===== config.mk =====
export PLATFORM = sky130hd
export DESIGN_NAME = riscv_lsu
export DESIGN_NICKNAME = d
export VERILOG_FILES = /design/src/rtl/riscv_lsu.sv
export SDC_FILE = /design/constraint.sdc
export NUM_CORES = 1
export LEC_CHECK = 0
export BUFFER_PORTS_ARGS = -buffer_cell sky130_fd_sc_hd__buf_2
export CORE_ASPECT_RATIO = 2
export CORE_MARGIN = 1.5
export CORE_UTILIZATION = 50
export CTS_BUF_LIST = sky130_fd_sc_hd__clkbuf_4 sky130_fd_sc_hd__clkbuf_8
export DETAILED_ROUTE_END_ITERATION = 16
export PLACE_DENSITY_LB_ADDON = 0.2
export SLEW_MARGIN = 20
export SYNTH_ARGS = -nofsm -noshare
export SYNTH_HDL_FRONTEND = slang
export SYNTH_SLANG_ARGS = --single-unit

===== constraint.sdc =====
create_clock -name clk -period 2 [get_ports clk]
set_input_delay 0.1 -clock clk [delete_from_list [all_inputs] [get_ports clk]]
set_output_delay 0.1 -clock clk [all_outputs]
set_load 0.005 [all_outputs]

===== src/rtl/riscv_lsu.sv =====
// Load/store unit: request/response handshake between the MEM stage and a variable-latency
// data memory, with byte enables, sub-word extension, misalignment checks and an ack timeout.
module riscv_lsu #(
  parameter int unsigned DATA_W  = 32,
  parameter int unsigned ADDR_W  = 9,
  parameter int unsigned TIMEOUT = 15
) (
  input  logic                clk,
  input  logic                reset,
  input  logic                req_valid,
  output logic                req_ready,
  input  logic                req_we,
  input  logic [2:0]          req_funct3,
  input  logic [DATA_W-1:0]   req_addr,
  input  logic [DATA_W-1:0]   req_wdata,
  output logic                stall,
  output logic                resp_valid,
  output logic [DATA_W-1:0]   resp_rdata,
  output logic                resp_err,
  output logic                mem_wr,
  output logic                mem_rd,
  output logic [ADDR_W-1:0]   mem_addr,
  output logic [DATA_W/8-1:0] mem_be,
  output logic [DATA_W-1:0]   mem_wr_data,
  input  logic                mem_ack,
  input  logic [DATA_W-1:0]   mem_rd_data
);

  localparam int unsigned BW = DATA_W / 8;
  localparam int unsigned LG = $clog2(BW);
  localparam logic [7:0] TimeoutCnt = 8'(TIMEOUT);

  if (DATA_W != 32 && DATA_W != 64) begin : g_bad_data_w
    $error("riscv_lsu: DATA_W must be 32 or 64");
  end
  if (TIMEOUT < 1 || TIMEOUT > 255) begin : g_bad_timeout
    $error("riscv_lsu: TIMEOUT must be in 1..255");
  end

  typedef enum logic [1:0] {StIdle, StAccess, StResp} state_e;

  state_e              state_q, state_d;
  logic [7:0]          cnt_q, cnt_d;
  logic [LG-1:0]       lane_q, lane_d;
  logic [1:0]          size_q, size_d;
  logic                sign_q, sign_d;
  logic                we_q, we_d;
  logic                mem_wr_q, mem_wr_d;
  logic                mem_rd_q, mem_rd_d;
  logic [ADDR_W-1:0]   mem_addr_q, mem_addr_d;
  logic [BW-1:0]       mem_be_q, mem_be_d;
  logic [DATA_W-1:0]   mem_wr_data_q, mem_wr_data_d;
  logic                resp_valid_q, resp_valid_d;
  logic                resp_err_q, resp_err_d;
  logic [DATA_W-1:0]   resp_rdata_q, resp_rdata_d;

  logic [LG-1:0]       req_lane;
  logic [1:0]          req_size;
  logic                req_legal;
  logic                req_aligned;
  logic [LG-1:0]       align_mask;
  logic [BW-1:0]       size_mask;
  logic [DATA_W-1:0]   req_wdata_rep;
  logic [DATA_W-1:0]   rd_shifted;
  logic [DATA_W-1:0]   rd_ext;
  logic                rd_fill;
  int unsigned         rd_nbits;

  // Upper address bits select nothing in this memory map.
  logic unused_addr_hi;
  assign unused_addr_hi = ^req_addr[DATA_W-1:ADDR_W+LG];

  assign req_lane = req_addr[LG-1:0];
  assign req_size = req_funct3[1:0];

  // Request decode: legality, alignment, byte enables and lane-replicated store data.
  always_comb begin
    req_legal = 1'b0;
    if (req_we) begin
      case (req_funct3)
        3'b000, 3'b001, 3'b010: req_legal = 1'b1;
        3'b011:                 req_legal = (DATA_W == 64);
        default:                req_legal = 1'b0;
      endcase
    end else begin
      case (req_funct3)
        3'b000, 3'b001, 3'b010, 3'b100, 3'b101: req_legal = 1'b1;
        3'b011, 3'b110:                         req_legal = (DATA_W == 64);
        default:                                req_legal = 1'b0;
      endcase
    end

    align_mask = '0;
    for (int unsigned i = 0; i < LG; i++) begin
      align_mask[i] = (i < 32'(req_size));
    end
    req_aligned = ((req_lane & align_mask) == '0);

    size_mask = '0;
    for (int unsigned i = 0; i < BW; i++) begin
      size_mask[i] = (i < (32'd1 << req_size));
    end

    case (req_size)
      2'd0:    req_wdata_rep = {BW{req_wdata[7:0]}};
      2'd1:    req_wdata_rep = {(BW / 2){req_wdata[15:0]}};
      2'd2:    req_wdata_rep = {(BW / 4){req_wdata[31:0]}};
      default: req_wdata_rep = req_wdata;
    endcase
  end

  // Load data: bring the addressed lane down to bit 0, then sign/zero extend.
  always_comb begin
    rd_shifted = mem_rd_data >> {lane_q, 3'b000};
    rd_nbits   = 32'd8 << size_q;
    case (size_q)
      2'd0:    rd_fill = sign_q & rd_shifted[7];
      2'd1:    rd_fill = sign_q & rd_shifted[15];
      2'd2:    rd_fill = sign_q & rd_shifted[31];
      default: rd_fill = sign_q & rd_shifted[DATA_W-1];
    endcase
    rd_ext = '0;
    for (int unsigned i = 0; i < DATA_W; i++) begin
      rd_ext[i] = (i < rd_nbits) ? rd_shifted[i] : rd_fill;
    end
  end

  always_comb begin
    state_d       = state_q;
    cnt_d         = cnt_q;
    lane_d        = lane_q;
    size_d        = size_q;
    sign_d        = sign_q;
    we_d          = we_q;
    mem_wr_d      = mem_wr_q;
    mem_rd_d      = mem_rd_q;
    mem_addr_d    = mem_addr_q;
    mem_be_d      = mem_be_q;
    mem_wr_data_d = mem_wr_data_q;
    resp_valid_d  = 1'b0;
    resp_err_d    = 1'b0;
    resp_rdata_d  = '0;

    unique case (state_q)
      StIdle: begin
        if (req_valid) begin
          if (req_legal && req_aligned) begin
            state_d       = StAccess;
            cnt_d         = '0;
            lane_d        = req_lane;
            size_d        = req_size;
            sign_d        = ~req_funct3[2];
            we_d          = req_we;
            mem_wr_d      = req_we;
            mem_rd_d      = ~req_we;
            mem_addr_d    = req_addr[ADDR_W+LG-1:LG];
            mem_be_d      = size_mask << req_lane;
            mem_wr_data_d = req_wdata_rep;
          end else begin
            state_d      = StResp;
            resp_valid_d = 1'b1;
            resp_err_d   = 1'b1;
          end
        end
      end
      StAccess: begin
        if (mem_ack) begin
          state_d      = StResp;
          mem_wr_d     = 1'b0;
          mem_rd_d     = 1'b0;
          resp_valid_d = 1'b1;
          resp_rdata_d = we_q ? '0 : rd_ext;
        end else begin
          cnt_d = cnt_q + 8'd1;
          if (cnt_d == TimeoutCnt) begin
            state_d      = StResp;
            mem_wr_d     = 1'b0;
            mem_rd_d     = 1'b0;
            resp_valid_d = 1'b1;
            resp_err_d   = 1'b1;
          end
        end
      end
      StResp: begin
        state_d = StIdle;
      end
      default: begin
        state_d = StIdle;
      end
    endcase
  end

  always_ff @(posedge clk or negedge reset) begin
    if (!reset) begin
      state_q       <= StIdle;
      cnt_q         <= '0;
      lane_q        <= '0;
      size_q        <= '0;
      sign_q        <= 1'b0;
      we_q          <= 1'b0;
      mem_wr_q      <= 1'b0;
      mem_rd_q      <= 1'b0;
      mem_addr_q    <= '0;
      mem_be_q      <= '0;
      mem_wr_data_q <= '0;
      resp_valid_q  <= 1'b0;
      resp_err_q    <= 1'b0;
      resp_rdata_q  <= '0;
    end else begin
      state_q       <= state_d;
      cnt_q         <= cnt_d;
      lane_q        <= lane_d;
      size_q        <= size_d;
      sign_q        <= sign_d;
      we_q          <= we_d;
      mem_wr_q      <= mem_wr_d;
      mem_rd_q      <= mem_rd_d;
      mem_addr_q    <= mem_addr_d;
      mem_be_q      <= mem_be_d;
      mem_wr_data_q <= mem_wr_data_d;
      resp_valid_q  <= resp_valid_d;
      resp_err_q    <= resp_err_d;
      resp_rdata_q  <= resp_rdata_d;
    end
  end

  // Stall drops in the response cycle so the pipeline advances with resp_rdata.
  assign req_ready   = (state_q == StIdle);
  assign stall       = (state_q == StAccess) | ((state_q == StIdle) & req_valid);
  assign mem_wr      = mem_wr_q;
  assign mem_rd      = mem_rd_q;
  assign mem_addr    = mem_addr_q;
  assign mem_be      = mem_be_q;
  assign mem_wr_data = mem_wr_data_q;
  assign resp_valid  = resp_valid_q;
  assign resp_err    = resp_err_q;
  assign resp_rdata  = resp_rdata_q;

endmodule


Word-level counts from Yosys, hierarchy flattened. Cells that the tools add are included. Widths: inputs -> output; s select.

Bits in registers: 97. Input bits: 104. Output and inout bits: 83.

Add/subtract/negate cells: 1. Order comparisons: 38. Equality and inequality tests: 12. Shift operators: 4. Mux-type cells: 64. Bitwise operators: 8. Reduce and logical (&&, ||, !) cells: 13.

Operators by type and width (count): $lt 5x32->1 const A (16); $lt 4x32->1 const A (8); $lt 1x32->1 const A (4); $lt 2x32->1 const A (4); $lt 3x32->1 const A (4); $mux 32 (3); $pmux 32 s2 (1); $mux 1 (46); $shl 1x2->32 const A (1); $shl 4x2->32 const A (1); $shr 32x5->32 (1); $mux 8 (3); $pmux 8 s2 (1); $pmux 1 s2 (5); $add 8x1->8 const B (1); $eq 8x4->1 const B (1); $logic_not 2->1 (4); $mux 2 (4); $reduce_and 4->1 (2); $eq 2x1->1 const B (3); $eq 3x3->1 const B (2); $reduce_or 5->1 (1); $and 1x1->1 (4); $lt 1x2->1 const A (2); other kinds (16) (18).

Longest topological paths before layout.
Word-level depth: 8. Mapped depth: 7. Gate-level depth less buffers: 5.

Worst setup path before layout. Ideal clock, no wire load.

Path type: flip-flop to flip-flop. Start point: reg state_q[1]. End point: reg cnt_q[5]. Arrival time: 1.380 ns. Slack: 0.485 ns. Stages on the path, launching flop included: 7. Cell sequence: dfrtp_1 > clkbuf_1 > or3b_1 > clkbuf_1 > clkbuf_1 > nand3_1 > o21ai_0.

Word-level cells in the longest chain between the ends: 3. Elaborated cells on any way between the ends: 8. Classes of those cells: eq/ne: 4; mux: 1; reduce/logical: 3.

RTL lines: start, declared (RTL line 42) `state_e state_q, state_d;`; start signal, assigned (RTL line 195) `state_q <= StIdle;`; start signal, assigned (RTL line 210) `state_q <= state_d;`; $eq 2x1->1 / $logic_not 2->1 (equally long branches) (RTL line 144) `unique case (state_q)`; $ne 2x2->1 (no source line), or another cell as far along; $reduce_and 4->1 (no source line); end signal, assigned (RTL line 211) `cnt_q <= cnt_d;`; end, declared (RTL line 43) `logic [7:0] cnt_q, cnt_d;`.

Several ways; a longest one is shown, not always the timed one. A chain may end at the register's enable or synchronous reset.

Worst setup path in the final report.
Start point: reg state_q[1]. End point: reg resp_rdata_q[25] (netlist: resp_rdata[25]).

Word-level cells in the longest chain between the ends: 2.

RTL lines: $eq 2x1->1 (RTL line 144); $mux 32 (RTL line 144); net resp_rdata_d[25] (RTL line 55) `logic [DATA_W-1:0] resp_rdata_q, resp_rdata_d;`; end signal, assigned (RTL line 223) `resp_rdata_q <= resp_rdata_d;`; end, declared (RTL line 55).

The timed path passes the listed nets, and every way through them passes these cells.

==> summary.md <==
| Metric | Value |
|---|---|
| Post-route ant nets | 0 |
| Fin crit share | 88.3% |
| #FFs+latches synth | 97 |
| Final setup fails | 0 |
| Commonest cells in the netlist | dfrtp_1 (97), nand2_1 (96), mux2i_1 (42) |
| Most common cell in the synthesized netlist | dfrtp_1 |
| Tightest Hold Check Type | in -> reg |
| Cells after synthesis | 458 |
| Tot GR Track Use | 27.3% |
| Core area | 8890 µm² |
| Synth top area cells | dfrtp_1 (53%), mux2i_1 (9.3%), nand2_1 (7.9%) |
| Crit path kind | reg -> reg |
| RR Startpoint | state_q[1] |
| Power density over the cells | 990 nW/µm² |
| Slew Limit Fails | 0 |
| CP peak stage delay | 0.55 ns |
| Deepest clock path buffer count | 2 |
| Post-route minimum period | 1.77 ns |
| CTS tree | yes |
| Crit. Startpoint | state_q[1] |
| Residual DRC | 0 |
| TritonRoute pass-1 iters | 5 |
| Initial drt markers | 189 |
| Hold Startpoint | req_wdata[23] |
| IO Port Bufs | 165 |
| GP Congestion | 0.940 |
| Initial core utilization | 51.0% |
| Number of global-route vias before repair | 4,319 |
| Antenna cells | 0 |
| Setup TNS | 0 ns |
| Worst skew pair latency | 0.37 ns |
| Clock-pin slew of the registers on the worst-case setup and hold paths | 0.10 ns |
| Max Fclk | 566 MHz |
| Mean routed wirelength per cell | 17.2 µm |
| Crit-path cells | nand4bb_1 > or3b_1 > nor2_4 > a21o_1 |
| Slowest stage cell, crit path | or3b_1 |
| Via count | 4,140 |
| Max Cap Viol | 0 |
| Congestion Overflow GR | 0 |
| Final WL | 13.1 mm |
| Setup crit start kind | flop |
| Syn nets | 564 |
| Post-Syn Area | 4540 µm² |
| Final net count | 758 |
| Die area | 9690 µm² |
| Layout cells sized above 1 | 30.8% |
| Final Hold Slack | 0.00731 ns |
| Largest net degree at the start of global routing | 79 |
| Layout area overhead | 33.7% |
| Post-synth cell types | 42 |
| Syn Area/Cell | 9.91 µm² |
| Post-DP HPWL | 9.36 mm |
| Die Wd | 70.4 µm |
| CTS Root Cell | clkbuf_8 |
| Clock skew | 0.0111 ns |
| Seq/Total Area, Yosys | 53.5% |
| Fillers | 690 |
| WP data arrival | 2.08 ns |
| Yosys warns | 0 |
| Number of synthesized flops with an enable pin | 0 |
| Relative slew slack | 63.4% |
| Clock Sinks | 97 |
| Hold Path Depth | 3 |
| Static Leak | 3.25 nW |
| Yosys top cell by area | dfrtp_1 |
| I/O pin cnt | 187 |
| WP data required | 2.32 ns |
| Antenna violations before repair | 0 |
| Synth top area share | 53.5% |
| CP max FO | 11 |
| Maximum vdd ir drop | 0.000590 V |
| Asr flop ratio synth | 100% |
| RSZ-0062 raised after global routing | no |
| First-pass GRT wire length | 20.6 mm |
| CTS Buf Count | 9 |
| Synth Flop Type | dfrtp_1 |
| Hold Vio Cnt, Final | 0 |
| Routed vias/inst | 5.46 |
| H-tree lvl count | 3 |
| Worst Tran Pin Value | 0.548 ns |
| Register-to-Register Path Depth | 4 |
| Critical Path End Type | flop |
| Die H | 138 µm |
| Status | finished clean |
| Rows | 49 |
per-stage QoR:
| stage | power (mW) | utilization (%) | setup slack, ns | area (µm²) | std cells |
|---|---|---|---|---|---|
| floorplan | 3.63 | - | 0.485 | 4540 | 458 |
| global placement | 4.39 | 61.8 | 0.300 | 5490 | 709 |
| detailed placement | 4.46 | 61.8 | 0.203 | 5490 | 709 |
| CTS | 6.03 | 68.1 | 0.183 | 6060 | 757 |
| global route | 6.38 | 68.2 | 0.123 | 6070 | 758 |
| finish | 6.01 | 68.2 | 0.234 | 6070 | 758 |
what timing repair did:
item | CTS | global route
gates resized for setup | 0 | 0
buffers inserted | 0 | 1
endpoints found under the hold margin | 69 | 0
hold buffers | 33 | 0
endpoints found under the setup margin | 0 | 2
metal layers:
metal	share of wire, %	up-vias	routed length [µm]	GRT usage [%]
li1	-	1967	-	-
met3	5.2	37	675	5.19
met2	54	176	7080	50.6
met1	36	1960	4730	28.2
met4	4.5	0	586	15.1
met5	0	-	0	0
final timing paths:
path	slack, ns	endpoint
min in group asynchronous	0.25	resp_rdata[31]
max in group asynchronous	1.16	mem_addr[6]
hold / removal	0.007	mem_wr_data[23]
setup reg to reg	0.23	resp_rdata[25]
hold reg to reg	0.48	mem_addr[5]
setup / recovery	0.23	resp_rdata[25]
cells by family (layout without fill, tap and decap cells):
kind of cell               Yosys count  after routing  share of synthesized area [%]
buffers and inverters               34            232                           3.45
adders and majority gates            2              2                          0.551
DFF                                 97             97                           53.5
AOI/OAI and AO/OA                  101            101                           14.1
muxes                               44             44                           10.3
and+or+nand+nor                    176            176                           17.3
xor gates and xnor gates             4              4                          0.772
area by class of cell:
cell class | instances | area (µm²) | area share (%)
Multi-Input combinational cell | 327 | 1960 | 32.4
Clock buffer | 10 | 131 | 2.17
Sequential cell | 97 | 2430 | 40.0
Tap cell | 102 | 128 | 2.10
Timing Repair Buffer | 213 | 1300 | 21.4
Clock inverter | 5 | 105 | 1.73
Inverter | 4 | 15.0 | 0.248
critical path, delay by kind of cell, from the launching register on:
| family | cells | cell delay [ns] |
|---|---|---|
| AO/OA/AOI/OAI | 1 | 0.14 |
| flip-flops | 1 | 0.51 |
| AND/OR/NAND/NOR | 3 | 1.05 |
power breakdown:
| part | switching, mW | total, mW | internal, mW | leakage, nW |
|---|---|---|---|---|
| clock | 0.682 | 1.52 | 0.838 | 0.112 |
| sequential | 0.292 | 2.68 | 2.39 | 1.27 |
| combinational | 0.979 | 1.81 | 0.828 | 1.87 |
| total | 1.95 | 6.01 | 4.05 | 3.25 |
state kept, by name, indices dropped and copies added (netlist names), 2 cells and up:
register / cells
mem_wr_data: 32
size_q: 2
mem_be: 4
cnt_q: 8
mem_addr: 9
resp_rdata: 32
state_q: 2
lane_q: 2
layout by cell type, fill, tap and decap left out, types with 2 or more instances in the layout:
master | synthesis | final
buf_2 | 14 | 164
dfrtp_1 | 97 | 97
nand2_1 | 96 | 96
mux2i_1 | 42 | 42
nor2_1 | 33 | 33
dlygate4sd3_1 | 0 | 33
o21ai_0 | 24 | 24
a211oi_1 | 22 | 22
o21ai_1 | 21 | 21
nand3_1 | 18 | 18
buf_4 | 3 | 14
a21o_1 | 10 | 10
nor2b_1 | 9 | 9
a21oi_1 | 9 | 9
clkbuf_8 | 0 | 9
inv_1 | 4 | 4
nand3b_1 | 3 | 3
nor3_1 | 3 | 3
or3_1 | 3 | 3
bufinv_16 | 0 | 3
or3b_1 | 2 | 2
mux4_2 | 2 | 2
o211ai_1 | 2 | 2
o211a_1 | 2 | 2
xnor2_1 | 2 | 2
and3_1 | 2 | 2
o221ai_1 | 2 | 2
o22ai_1 | 2 | 2
o31ai_1 | 2 | 2
xor2_1 | 2 | 2
ha_1 | 2 | 2
clkinvlp_4 | 0 | 2
buf_12 | 0 | 2
(Power assumes the default switching activity.)
